### src/rtl/seq_alu.sv
// seq_alu: registered ALU with a start/busy/done handshake and a multi-cycle
// unsigned restoring divider.
//
// Ports:
//   clk        rising-edge clock
//   rst        asynchronous active-high reset
//   start      request, sampled only while busy=0
//   op         opcode (ADD/SUB/AND/OR/EQUAL/DIVIDE/REM), sampled with start
//   in1, in2   operand A / dividend and operand B / divisor, sampled with start
//   busy       high while a divide is in flight
//   done       one-cycle pulse: out/rem/flags/div_zero were updated this cycle
//   out        result, or quotient for DIVIDE / remainder for REM
//   rem        remainder for DIVIDE, quotient for REM, zero otherwise
//   flags      {V,C,N,Z}
//   Cout       copy of flags[2]
//   div_zero   divisor was zero on the last completed DIVIDE/REM
//   dbg_state  current control state (0=IDLE, 1=DIV, 2=FIN)
//
// Handshake: a request is accepted on a rising edge where start=1 and busy=0.
// Single-cycle ops answer with done=1 in the very next cycle and never raise
// busy, so one request per cycle is sustainable. A divide raises busy from the
// accepting edge until the edge that raises done; start is ignored meanwhile.
// done and busy are never high together.
module seq_alu #(
  parameter int WIDTH = 36,
  parameter int OPW   = 5,
  parameter int CNTW  = 6
) (
  input  logic             clk,
  input  logic             rst,
  input  logic             start,
  input  logic [OPW-1:0]   op,
  input  logic [WIDTH-1:0] in1,
  input  logic [WIDTH-1:0] in2,
  output logic             busy,
  output logic             done,
  output logic [WIDTH-1:0] out,
  output logic [WIDTH-1:0] rem,
  output logic [3:0]       flags,
  output logic             Cout,
  output logic             div_zero,
  output logic [1:0]       dbg_state
);

  localparam logic [OPW-1:0] OP_ADD    = OPW'(0);
  localparam logic [OPW-1:0] OP_SUB    = OPW'(1);
  localparam logic [OPW-1:0] OP_AND    = OPW'(2);
  localparam logic [OPW-1:0] OP_OR     = OPW'(3);
  localparam logic [OPW-1:0] OP_EQUAL  = OPW'(4);
  localparam logic [OPW-1:0] OP_DIVIDE = OPW'(5);
  localparam logic [OPW-1:0] OP_REM    = OPW'(6);
  localparam logic [CNTW-1:0] CNT_INIT = CNTW'(WIDTH);
  localparam int MSB = WIDTH - 1;

  typedef enum logic [1:0] {S_IDLE = 2'd0, S_DIV = 2'd1, S_FIN = 2'd2} state_t;

  state_t           r_state;
  logic             r_busy, r_done, r_div_zero, r_is_rem;
  logic [WIDTH-1:0] r_out, r_rem;
  logic [3:0]       r_flags;
  logic [WIDTH-1:0] r_dvd;   // dividend, shifted left; quotient bits enter at LSB
  logic [WIDTH-1:0] r_dvs;   // divisor
  logic [WIDTH-1:0] r_prem;  // partial remainder
  logic [CNTW-1:0]  r_cnt;

  // Single-cycle datapath
  logic [WIDTH:0]   w_sum, w_diff;
  logic [WIDTH-1:0] w_res;
  logic             w_c, w_v, w_is_div;

  always_comb begin
    w_sum    = {1'b0, in1} + {1'b0, in2};
    w_diff   = {1'b0, in1} - {1'b0, in2};
    w_res    = '0;
    w_c      = 1'b0;
    w_v      = 1'b0;
    w_is_div = (op == OP_DIVIDE) || (op == OP_REM);
    case (op)
      OP_ADD: begin
        w_res = w_sum[MSB:0];
        w_c   = w_sum[WIDTH];
        w_v   = (in1[MSB] == in2[MSB]) && (w_sum[MSB] != in1[MSB]);
      end
      OP_SUB: begin
        w_res = w_diff[MSB:0];
        w_c   = w_diff[WIDTH];  // borrow out of the extended subtract
        w_v   = (in1[MSB] != in2[MSB]) && (w_diff[MSB] != in1[MSB]);
      end
      OP_AND:    w_res = in1 & in2;
      OP_OR:     w_res = in1 | in2;
      OP_EQUAL:  w_res = {{(WIDTH-1){1'b0}}, (in1 == in2)};
      // Only reached through the divide-by-zero short path.
      OP_DIVIDE,
      OP_REM:    w_res = '1;
      default:   w_res = '0;
    endcase
  end

  // One restoring-division step
  logic [WIDTH:0]   w_shift, w_trial;
  logic             w_ge;
  logic [WIDTH-1:0] w_prem_nxt, w_dvd_nxt, w_fin_out, w_fin_rem;

  always_comb begin
    w_shift    = {r_prem, r_dvd[MSB]};
    w_trial    = w_shift - {1'b0, r_dvs};
    w_ge       = (w_shift >= {1'b0, r_dvs});
    w_prem_nxt = w_ge ? w_trial[MSB:0] : w_shift[MSB:0];
    w_dvd_nxt  = {r_dvd[MSB-1:0], w_ge};
    w_fin_out  = r_is_rem ? r_prem : r_dvd;
    w_fin_rem  = r_is_rem ? r_dvd : r_prem;
  end

  always_ff @(posedge clk or posedge rst) begin
    if (rst) begin
      r_state    <= S_IDLE;
      r_busy     <= 1'b0;
      r_done     <= 1'b0;
      r_out      <= '0;
      r_rem      <= '0;
      r_flags    <= '0;
      r_div_zero <= 1'b0;
      r_is_rem   <= 1'b0;
      r_dvd      <= '0;
      r_dvs      <= '0;
      r_prem     <= '0;
      r_cnt      <= '0;
    end else begin
      r_done <= 1'b0;
      case (r_state)
        S_IDLE: begin
          if (start) begin
            if (w_is_div && (in2 != '0)) begin
              r_dvd    <= in1;
              r_dvs    <= in2;
              r_prem   <= '0;
              r_is_rem <= (op == OP_REM);
              r_cnt    <= CNT_INIT;
              r_busy   <= 1'b1;
              r_state  <= S_DIV;
            end else begin
              r_out   <= w_res;
              r_rem   <= w_is_div ? in1 : '0;
              r_flags <= {w_v, w_c, w_res[MSB], (w_res == '0)};
              r_done  <= 1'b1;
              if (w_is_div) r_div_zero <= 1'b1;
            end
          end
        end
        S_DIV: begin
          r_prem <= w_prem_nxt;
          r_dvd  <= w_dvd_nxt;
          r_cnt  <= r_cnt - 1'b1;
          if (r_cnt == CNTW'(1)) r_state <= S_FIN;
        end
        S_FIN: begin
          r_out      <= w_fin_out;
          r_rem      <= w_fin_rem;
          r_flags    <= {2'b00, w_fin_out[MSB], (w_fin_out == '0)};
          r_div_zero <= 1'b0;
          r_done     <= 1'b1;
          r_busy     <= 1'b0;
          r_state    <= S_IDLE;
        end
        default: r_state <= S_IDLE;
      endcase
    end
  end

  assign busy      = r_busy;
  assign done      = r_done;
  assign out       = r_out;
  assign rem       = r_rem;
  assign flags     = r_flags;
  assign Cout      = r_flags[2];
  assign div_zero  = r_div_zero;
  assign dbg_state = r_state;

endmodule

### config.mk
export PLATFORM = sky130hd
export DESIGN_NAME = seq_alu
export DESIGN_NICKNAME = d
export VERILOG_FILES = /design/src/rtl/seq_alu.sv
export SDC_FILE = /design/constraint.sdc
export NUM_CORES = 1
export LEC_CHECK = 0
export ABC_AREA = 0
export ABC_CLOCK_PERIOD_IN_PS = 11200
export CORE_ASPECT_RATIO = 1.2
export CORE_MARGIN = 5
export CORE_UTILIZATION = 45
export DETAILED_ROUTE_END_ITERATION = 16
export PLACE_DENSITY = 0.74
export SETUP_SLACK_MARGIN = 0.3
export SYNTH_ARGS = -nofsm -noshare
export SYNTH_HDL_FRONTEND = slang
export SYNTH_SLANG_ARGS = --single-unit
### constraint.sdc
create_clock -name clk -period 11.2 [get_ports clk]
set_input_delay 2.24 -clock clk [delete_from_list [all_inputs] [get_ports clk]]
set_output_delay 2.24 -clock clk [all_outputs]
set_load 0.01 [all_outputs]
== Word-level counts from Yosys, hierarchy flattened ==
Index checks and enable logic that the tools add are counted.
Operators by class
  reductions and logical operators: 18
  add/subtract/negate cells: 4
  $lt $le $gt $ge: 1
  bitwise gates (word level): 2
  equal/unequal tests: 19
  muxes and demuxes: 39
Operators with widths (number)
  $mux 36: 12
  $pmux 36 s2: 4
  $pmux 36 s6: 1
  $logic_not 36->1: 2
  $add 36x36->37: 1
  $ge 37x36->1: 1
  $sub 36x36->37: 1
  $and 36x36->36: 1
  $eq 36x36->1: 1
  $or 36x36->36: 1
  $reduce_bool 36->1: 1
  $sub 36x36->36: 1
  $eq 5x3->1 const B: 3
  $reduce_and 3->1: 5
  $mux 6: 2
  $pmux 6 s2: 1
  $eq 5x2->1 const B: 2
  $ne 2x2->1 const B: 5
  $pmux 1 s2: 5
  $mux 4: 2
  $pmux 4 s2: 1
  $mux 1: 7
  $eq 6x1->1 const B: 1
  $mux 2: 3
  other kinds (14): 19
Word-level totals
  register bits after elaboration: 196
  word-level logic and storage cells: 95
  output and inout bits: 82

== Longest topological paths before layout ==
  depth after elaboration: 7
  gate-level depth with buffers: 16
  mapped depth without buffers: 15

== Worst setup path before layout ==
Ideal clock, no wire load.
  path type: input -> register
  start: input port in1[0]
  end: register r_flags[0], in the netlist flags[0]
  setup slack: 6169 ps
  library setup time: 77 ps
  data arrival time: 4955 ps
  cell stages on the path: 15
  data required time: 11123 ps
  path buffers: 0
  cells stage by stage: inv_1 -> ha_1 -> fa_1 -> o21ba_2 -> o21ai_2 -> o2bb2ai_1 -> nand3_1 -> a21oi_4 -> o21ai_2 -> a2111oi_0 -> a21oi_1 -> a2111oi_0 -> and4_1 -> nand2_1 -> o21ai_1
Between the ends
  longest elaborated chain between the ends: 6
RTL lines
  start: declaration: line 33  | input logic [WIDTH-1:0] in1,
  $sub 36x36->37, or another cell as far along: line 73  | w_diff = {1'b0, in1} - {1'b0, in2};
  $pmux 36 s6 (*): line 78  | case (op)
  $logic_not 36->1 (*): line 144  | r_flags <= {w_v, w_c, w_res[MSB], (w_res == '0)};
  $mux 4 (*): line 133  | if (w_is_div && (in2 != '0)) begin
  $mux 4 (*): line 132  | if (start) begin
  $pmux 4 s2 (*): line 130  | case (r_state)
  end signal: assignment: line 144
  end signal: assignment: line 159  | r_flags <= {2'b00, w_fin_out[MSB], (w_fin_out == '0)};
  end: declaration: line 60  | logic [3:0] r_flags;
Every way passes the cells marked *; elsewhere a longest branch is shown, timed or not. The select of a mux whose other input is x is not followed.
A chain may end at the register's enable or synchronous reset.

== Worst setup path after layout ==
  start: input port in2[12]
  end: register r_flags[0], in the netlist flags[0]
Between the ends
  longest elaborated chain between the ends: 6
RTL lines
  start: declaration: line 34  | input logic [WIDTH-1:0] in2,
  $sub 36x36->37, or another cell as far along: line 73
  $pmux 36 s6: line 78
  $logic_not 36->1: line 144
  $mux 4: line 133
  $mux 4: line 132
  $pmux 4 s2: line 130
Parallel ways exist; a longest one is shown, timed or not. The select of a mux whose other input is x is not followed.

==> summary.txt <==
drt total wl: 70.5 mm
WP data required: 11,590 ps
YS warnings: 0
Highest Clock Rate: 0.153 GHz
CP endpoint kind: register
All-Layer GR Usage: 0.320
Yosys top cell area share: 0.280
Num CTS Buffers: 17
commonest non-fill, non-tap cells in the layout: nand2_1 (233), o21ai_0 (206), dfrtp_1 (194), nor2_1 (189), a21oi_1 (179)
Final HPWL DP: 53.9 mm
placed inst area: 0.0192 mm2
Post-CTS Setup Repair Bufs: 0
vias in the first global route: 16,900
CP max FO: 12
Finished Cell Area: 0.0198 mm2
Highest Signal Layer: met5
Hold EP: out[20]
Synth area leader: dfrtp_1
CORE AREA: 0.0385 mm2
Final ANT Viol Nets: 0
Worst slew margin: 0.172
Seq cells post-synth: 195
gpl congestion: 1.01
post-route clock period utilization: 0.583
IO Count: 162
Tmin final: 6530 ps
DR WL/cell: 25.4 um
Max-Cap Viols: 0
Filler cells: 3,748
power per cell area: 205 mW/mm2
Worst Hold Launch: out[20]
R2R Setup Slk: 6910 ps
WP buf/inv: 2
Largest delay share family, worst path: compound AO/OA/AOI/OAI gates
Clock Pin Slew Worst Setup and Hold Paths: 80 ps
clk buf depth: 2
Root Driver: clkbuf_16
Detailed Route Iter0 Violations: 2,090
outcome: finished, final reports clean
initial antenna violation count: 3
Sink Count: 195
cell count after placement: 2,744
Synth area leaders: dfrtp_1 (28%), ha_1 (11%), o21ai_0 (5.9%), a21oi_1 (5.1%), nand2_1 (5.0%)
clock latency on the worst-skew pair: 470 ps
Met1 Routed Length: 28.9 mm
Worst Setup Start Kind: input pin
hold depth: 2
worst endpoint data arrival time: 6930 ps
slowest stage delay, CP: 740 ps
Die Height: 226 um
met2 wire len: 32.0 mm
slowest CP cell: clkdlybuf4s50_1
Vias/cell: 6.45
Post-Syn Area: 0.0174 mm2
setup_tns: 0 ps
RSZ-0062 raised after global routing: false
syn nets: 2,458
Syn Inst Count: 2,220
commonest non-fill, non-tap cell in the layout: nand2_1
leak pwr: 8.65 nW
end of the worst register-to-register path: r_prem[35]
fin. max-slew vios: 0
share of cells above drive strength 1: 0.0515
# resized after CTS: 0
First-pass DRT Iterations: 8
# setup viols final: 0
Port-buffer cells: 161
total grt overflow: 0
Worst Setup Path Type: in2reg
cell count of the worst reg-to-reg path: 14
final std cells w/o fill: 2,778
routed wl met3: 5.61 mm
maximum vdd drop: 0.133 mV
hold_buf cts: 0
largest net degree at the start of global routing: 153
Die Wd: 190 um
P&R area growth vs syn: 13.8%
Critical R2R Launch: r_prem[5]
nets: 2,515
ys async rst share: 1.00
commonest register cell after synthesis: dfrtp_1
Setup Skew: 11.5 ps
# rows: 79
Starting Density: 0.453
H-Tree Depth: 4
total power: 0.00406 W
Post-synth EDFFs: 0
vias: 17,900
post-synth cell types: 96
TritonCTS clock tree: done
post-route DRC violation count: 0
first-pass GRT wire length: 105 mm
Syn Area/Cell: 7.86 um2
final core utilization: 0.515
Hold Crit Class: reg2reg
register area share after synthesis: 0.280
Critical Path, Cell by Cell: clkdlybuf4s50_1, inv_1, ha_1, a21oi_1, o21ai_0, a2111oi_0, nor3b_1, o311ai_1, a221oi_1, o221ai_1, a31oi_1, o211ai_1, nor4_1, nand2_1, o21ai_1
final hold viol count: 0
Die Area: 0.0428 mm2
critical path launch point: in2[12]
worst slew pin tran: 1240 ps
==> cell usage after synthesis (30+ instances only) <==
library cell	instances
ha_1	155
mux2i_1	77
inv_1	172
a21o_1	44
clkbuf_1	79
xnor2_1	32
dfrtp_1	195
nor4_1	34
nand4_1	31
o21ai_0	206
o21ai_1	30
nor2_1	192
buf_2	34
a21oi_1	179
nand2_1	234
a31oi_1	52
==> routing by layer <==
layer  GRT usage  vias to the layer above
met5           0                        -
met4       0.155                        2
met3      0.0549                      186
met2       0.508                      919
met1       0.425                     8697
li1            -                     8104
==> per-stage QoR <==
stage	setup WS, ps	hold slack, ps
5_1_grt	4500	506
4_1_cts	4870	488
3_3_place_gp	4460	463
6_report	4670	485
3_5_place_dp	4380	470
2_1_floorplan	3650	454
==> kinds of logic (layout without fill, tap and decap cells) <==
family | Yosys count | after routing | share of synthesized area
AO/OA/AOI/OAI | 756 | 756 | 0.282
XOR/XNOR | 49 | 49 | 0.0246
adder cells (fa/ha/maj) | 158 | 158 | 0.115
buffers and inverters | 318 | 388 | 0.0740
flip-flops | 195 | 195 | 0.280
multiplexers | 83 | 83 | 0.0481
other | 0 | 2 | 0
AND/OR/NAND/NOR | 661 | 661 | 0.177
==> flip-flops by register name, summed over array words and instances (netlist names) <==
name / cells
r_dvs: 36
r_cnt: 6
r_is_rem: 1
out: 35
r_dvd: 36
busy: 1
r_prem: 36
done: 1
dbg_state: 2
rem: 36
div_zero: 1
flags: 4
==> worst max path at each step <==
stage,end,slack (ps),cells after the start
floorplan,busy,3650,1
global placement,flags[0],4460,15
detailed placement,flags[0],4380,15
CTS,flags[0],4870,15
global route,flags[0],4500,15
finish,flags[0],4670,15
==> tightest hold or removal path, cell delays in order (launching register included) <==
cell and delay [ps]:
dfrtp_1 350, nand2_1 40, o21ai_0 60
==> area by class of cell <==
| class | instances | area, um2 | share of cell area |
|---|---|---|---|
| Antenna cell | 2 | 5.00 | 0.000252 |
| Timing Repair Buffer | 180 | 1750 | 0.0884 |
| Clock buffer | 18 | 439 | 0.0221 |
| Tap cell | 486 | 608 | 0.0306 |
| Multi-Input combinational cell | 1707 | 11300 | 0.571 |
| Clock inverter | 14 | 164 | 0.00826 |
| Inverter | 176 | 668 | 0.0337 |
| Sequential cell | 195 | 4880 | 0.246 |
==> power breakdown <==
group	internal [W]	switching, W	leakage (nW)	total, W
logic	0.000873	0.00133	5.85	0.00221
clock network	0.000325	0.000323	0.295	0.000648
registers	0.000958	0.000250	2.51	0.00121
No activity file was read; power rests on OpenSTA's default activity.
